### src/rtl/uart_hex_reporter_pkg.sv
// Shared types and ASCII constants for the hex-over-UART reporter.
package uart_hex_reporter_pkg;

  typedef enum logic [2:0] {
    ST_IDLE,
    ST_PFX,
    ST_HI,
    ST_LO,
    ST_CR,
    ST_LF
  } state_t;

  localparam logic [7:0] ASCII_CR = 8'h0D;
  localparam logic [7:0] ASCII_LF = 8'h0A;
  localparam logic [7:0] ASCII_0  = 8'h30;
  localparam logic [7:0] ASCII_A  = 8'h41;

endpackage

### src/rtl/uart_hex_reporter_nibble_to_ascii.sv
// Combinational 4-bit to uppercase hex ASCII character.
module nibble_to_ascii
  import uart_hex_reporter_pkg::*;
(
  input  logic [3:0] nibble,
  output logic [7:0] ascii
);

  always_comb begin
    if (nibble < 4'd10) ascii = ASCII_0 + {4'h0, nibble};
    else                ascii = ASCII_A + {4'h0, nibble} - 8'd10;
  end

endmodule

### src/rtl/uart_hex_reporter.sv
// Sends one byte as two hex characters, with optional prefix and CR/LF, to a uart_tx.
//
// state   | meaning
// IDLE    | waiting for start
// PFX     | presenting PREFIX character
// HI      | presenting high-nibble character
// LO      | presenting low-nibble character
// CR      | presenting carriage return
// LF      | presenting line feed
module uart_hex_reporter
  import uart_hex_reporter_pkg::*;
#(
  parameter logic [7:0] PREFIX   = 8'h00,
  parameter bit         EOL_CRLF = 1'b1
)(
  input  logic       clk,
  input  logic       rst_n,
  input  logic       start,
  input  logic [7:0] value,
  output logic       busy,
  output logic       done,
  output logic       tx_valid,
  output logic [7:0] tx_data,
  input  logic       tx_ready
);

  state_t     state;
  state_t     nxt_state;
  logic [7:0] val_q;
  logic [7:0] nib_src;
  logic [7:0] hi_char;
  logic [7:0] lo_char;
  logic [7:0] nxt_byte;

  // In IDLE the first digit must come from the live input, since it is captured on the same edge.
  assign nib_src = (state == ST_IDLE) ? value : val_q;

  nibble_to_ascii u_hi (.nibble(nib_src[7:4]), .ascii(hi_char));
  nibble_to_ascii u_lo (.nibble(nib_src[3:0]), .ascii(lo_char));

  always_comb begin
    nxt_state = ST_IDLE;
    case (state)
      ST_IDLE: begin
        if (PREFIX != 8'h00) nxt_state = ST_PFX;
        else                 nxt_state = ST_HI;
      end
      ST_PFX:  nxt_state = ST_HI;
      ST_HI:   nxt_state = ST_LO;
      ST_LO: begin
        if (EOL_CRLF) nxt_state = ST_CR;
        else          nxt_state = ST_IDLE;
      end
      ST_CR:   nxt_state = ST_LF;
      ST_LF:   nxt_state = ST_IDLE;
      default: nxt_state = ST_IDLE;
    endcase
  end

  always_comb begin
    nxt_byte = 8'h00;
    case (nxt_state)
      ST_PFX:  nxt_byte = PREFIX;
      ST_HI:   nxt_byte = hi_char;
      ST_LO:   nxt_byte = lo_char;
      ST_CR:   nxt_byte = ASCII_CR;
      ST_LF:   nxt_byte = ASCII_LF;
      default: nxt_byte = 8'h00;
    endcase
  end

  always_ff @(posedge clk or negedge rst_n) begin
    if (!rst_n) begin
      state    <= ST_IDLE;
      val_q    <= 8'h00;
      busy     <= 1'b0;
      done     <= 1'b0;
      tx_valid <= 1'b0;
      tx_data  <= 8'h00;
    end else begin
      done <= 1'b0;
      if (state == ST_IDLE) begin
        if (start) begin
          val_q    <= value;
          state    <= nxt_state;
          busy     <= 1'b1;
          tx_valid <= 1'b1;
          tx_data  <= nxt_byte;
        end
      end else if (tx_valid && tx_ready) begin
        if (nxt_state == ST_IDLE) begin
          state    <= ST_IDLE;
          busy     <= 1'b0;
          done     <= 1'b1;
          tx_valid <= 1'b0;
          tx_data  <= 8'h00;
        end else begin
          state   <= nxt_state;
          tx_data <= nxt_byte;
        end
      end
    end
  end

endmodule

### config.mk
export PLATFORM = sky130hd
export DESIGN_NAME = uart_hex_reporter
export DESIGN_NICKNAME = d
export VERILOG_FILES = /design/src/rtl/uart_hex_reporter_pkg.sv /design/src/rtl/uart_hex_reporter_nibble_to_ascii.sv /design/src/rtl/uart_hex_reporter.sv
export SDC_FILE = /design/constraint.sdc
export NUM_CORES = 1
export LEC_CHECK = 0
export BUFFER_PORTS_ARGS = -buffer_cell sky130_fd_sc_hd__buf_2
export CAP_MARGIN = 20
export CORE_ASPECT_RATIO = 1.1
export CORE_MARGIN = 2
export CORE_UTILIZATION = 40
export CTS_BUF_LIST = sky130_fd_sc_hd__clkbuf_8
export DETAILED_ROUTE_END_ITERATION = 16
export MAX_ROUTING_LAYER = met4
export PLACE_DENSITY_LB_ADDON = 0.3
export REMOVE_ABC_BUFFERS = 1
export SETUP_SLACK_MARGIN = 0.4
export SYNTH_ARGS = -nofsm -noshare
export SYNTH_HDL_FRONTEND = slang
export SYNTH_SLANG_ARGS = --single-unit
### constraint.sdc
create_clock -name clk -period 2.75 [get_ports clk]
set_clock_uncertainty 0.1 [all_clocks]
set_input_delay 0.1375 -clock clk [delete_from_list [all_inputs] [get_ports clk]]
set_output_delay 0.1375 -clock clk [all_outputs]
set_load 0.01 [all_outputs]
==> impl_results.md <==
* Initial Util at 42.41%
* Initial drt markers at 31
* CP bufs+invs at 2
* Top FF cell, synth: dfrtp_1
* Crit-path leading delay family: simple AND/OR/NAND/NOR gates
* Via Count at 1072
* Fin crit period at 2.258 ns
* Final Util at 50.47%
* # IOs at 23
* Final period util at 82.09%
* Leakage at 0.7115 nW
* Post-synthesis mux area share at 15.64%
* Largest family of logic cells by synthesized area: compound AO/OA/AOI/OAI gates
* Area growth, synth to finish at 19.00%
* Simple logic cell fraction of the synthesized area at 15.36%
* Initial antenna violation count at 0
* Largest net degree at the start of global routing at 21
* PwrDens at 1385 mW/mm^2
* Max-cap violations at 0
* Count of non-filler cells in the finished layout at 191
* Synth Area in XOR/XNOR at 1.344%
* CP required at 2.82 ns
* Crit Path Class: reg -> reg
* CTS Buf Count at 3
* Yosys warns at 0
* Post-Syn Instances at 131
* CP Launch Point: state[1]$_DFFE_PN0P_
* First-pass GRT wire length at 4.526 mm
* Die Span X at 58.44 microns
* Critical Path, Cell by Cell: clkbuf_2, buf_4, or4b_1, o21a_4, or3_4, o221ai_2
* Post-synthesis compound-gate area fraction at 20.15%
* FF-to-FF Start: state[1]$_DFFE_PN0P_
* Ys async rst share at 100.0%
* Mean Syn Cell Area at 9.952 sq um
* Post-Syn Area at 0.001304 sq mm
* Vias in the first global route at 986
* Post-Place Cells at 181
* Detailed Place HPWL at 2.072 mm
* Fin Setup TNS at 0 ns
* Drt total wl at 2.865 mm
* Slowest cell on the critical path: or4b_1
* Worst Min Path Start: value[0]
* Initial DRT Pass Iterations at 4
* ANT nets after route at 0
* Crit end category: flop
* CP Launch Type: flop
* Status: complete, no violations
* Rows at 21
* Largest stage delay, worst path at 0.57 ns
* Vias per std cell at 5.613
* Clock sink count at 20
* Critical Path Fanout Max at 12
* Bufs on Longest Clock Path at 2
* Nets@finish at 174
* Worst Hold Margin at 0.03322 ns
* Clock-pin transition on the worst setup and hold timing paths at 0.08 ns
* Library cells used by synthesis at 43
* Die Area at 0.003733 sq mm
* Final setup viols at 0
* Total gr overflow at 0
* RSZ-0062 raised after global routing: true
* Sequential fraction of the synthesis area at 38.39%
* Max Clock Freq at 443.0 MHz
* RePlAce Congestion at 0.9031
* Worst EP arrival at 2.33 ns
* Peak supply drop at 0.0008052 V
* Area of the core at 0.003074 sq mm
* DR DRC count at 0
* Clk_lat worst skew at 0.26 ns
* PortBufs at 21
* Post-synth EDFFs at 0
* Gr usage total at 16.32%
* DR WL/cell at 15.00 microns
* Synth Area in Adders at 3.839%
* HP Class: in -> reg
* Share of layout cells above drive strength 1 at 36.94%
* Slew Viols, Final at 0
* CTS tree: yes
* Final hold vios at 0
* H-Tree Depth at 1
* N_diodes at 0
* Die Y at 63.88 microns
* Clock Tree Root: clkbuf_8
* FF+latch count, synth at 20
* Overall power at 2.149 mW
## cell usage after synthesis (3+ instances only)
| cell type | number | area [sq um] |
|---|---|---|
| a22o_1 | 3 | 26.28 |
| buf_4 | 4 | 30.03 |
| dfrtp_1 | 20 | 500.5 |
| a21oi_1 | 8 | 40.04 |
| nand2_1 | 14 | 52.55 |
| mux2_2 | 10 | 112.6 |
| inv_1 | 3 | 11.26 |
| mux2i_1 | 8 | 80.08 |
| o22ai_1 | 3 | 18.77 |
| o21ai_0 | 7 | 35.03 |
| ha_1 | 4 | 50.05 |
| nor2_1 | 7 | 26.28 |
## layer usage
metal	wire (microns)	part of all wire (%)	track usage, %	vias to the layer above
met1	1366	48	21.27	493
li1	-	-	-	538
met4	83	2.9	9.012	0
met5	0	0	-	-
met2	1273	44	24.16	33
met3	141	4.9	2.227	8
## where the power goes
group / switching, mW / internal (mW)
logic: 0.749 / 0.635
clock network: 0.0996 / 0.127
registers: 0.115 / 0.424
## state kept, by name (all words and copies together) (netlist names)
signal and count:
state 3, tx_data 7, tx_valid 1, val_q 8, done 1
## path summary, 6_finish.rpt
path,endpoint,slack (ns),cells after the start
min in group asynchronous,tx_data[5]$_DFFE_PN0P_,0.25,2
worst max register to register,tx_data[0]$_DFFE_PN0P_,0.49,6
worst min register to register,tx_data[4]$_DFFE_PN0P_,0.40,2
max in group asynchronous,state[2]$_DFFE_PN0P_,1.97,2
worst min-delay path,val_q[0]$_DFFE_PN0P_,0.03,2
worst max-delay path,tx_data[0]$_DFFE_PN0P_,0.49,6
## placed cells by master (no fill, tap or decap), drive strengths merged, types with 2 or more instances in the layout
master	instances
a21o	2
a21oi	8
a22o	3
and2	2
and4b	2
buf	28
clkbuf	5
dfrtp	20
ha	4
inv	3
mux2	11
mux2i	8
nand2	14
nor2	7
nor3	4
o211ai	2
o21a	3
o21ai	9
o22ai	3
or3	3
## through the flow
stage	area (sq um)	setup slack [ns]
after CTS	1493	0.4518
after floorplan	1250	0.2677
after global placement	1420	0.4335
after global routing	1551	0.3491
final	1551	0.4924
after detailed placement	1420	0.4172
## cell type report
cell class / instances / area [sq um]
Tap cell: 34 / 42.54
Clock buffer: 4 / 55.05
Sequential cell: 20 / 504.2
Timing Repair Buffer: 30 / 172.7
Inverter: 3 / 11.26
Fill cell: 277 / 1523
Multi-Input combinational cell: 100 / 765.7
## logic make-up (layout without fill, tap and decap cells)
logic type | count (synthesis) | after routing
buffers and inverters | 11 | 37
adders and majority gates | 4 | 4
AOI/OAI and AO/OA | 38 | 38
other | 1 | 1
xor gates and xnor gates | 2 | 2
DFF | 20 | 20
and+or+nand+nor | 36 | 36
muxes | 19 | 19
## worst register-to-register path, cell delays in order (launching register included)
cell	delay (ns)
dfrtp_2	0.45
clkbuf_2	0.16
buf_4	0.15
or4b_1	0.57
o21a_4	0.20
or3_4	0.36
o221ai_2	0.19
## timing repair
item	CTS	global route
endpoints found under the hold margin	20	0
endpoints found under the setup margin	1	8
setup buffers	0	5
hold buffers	1	0
gates resized for setup	3	7
pin swaps	0	0
(Power assumes the default switching activity.)
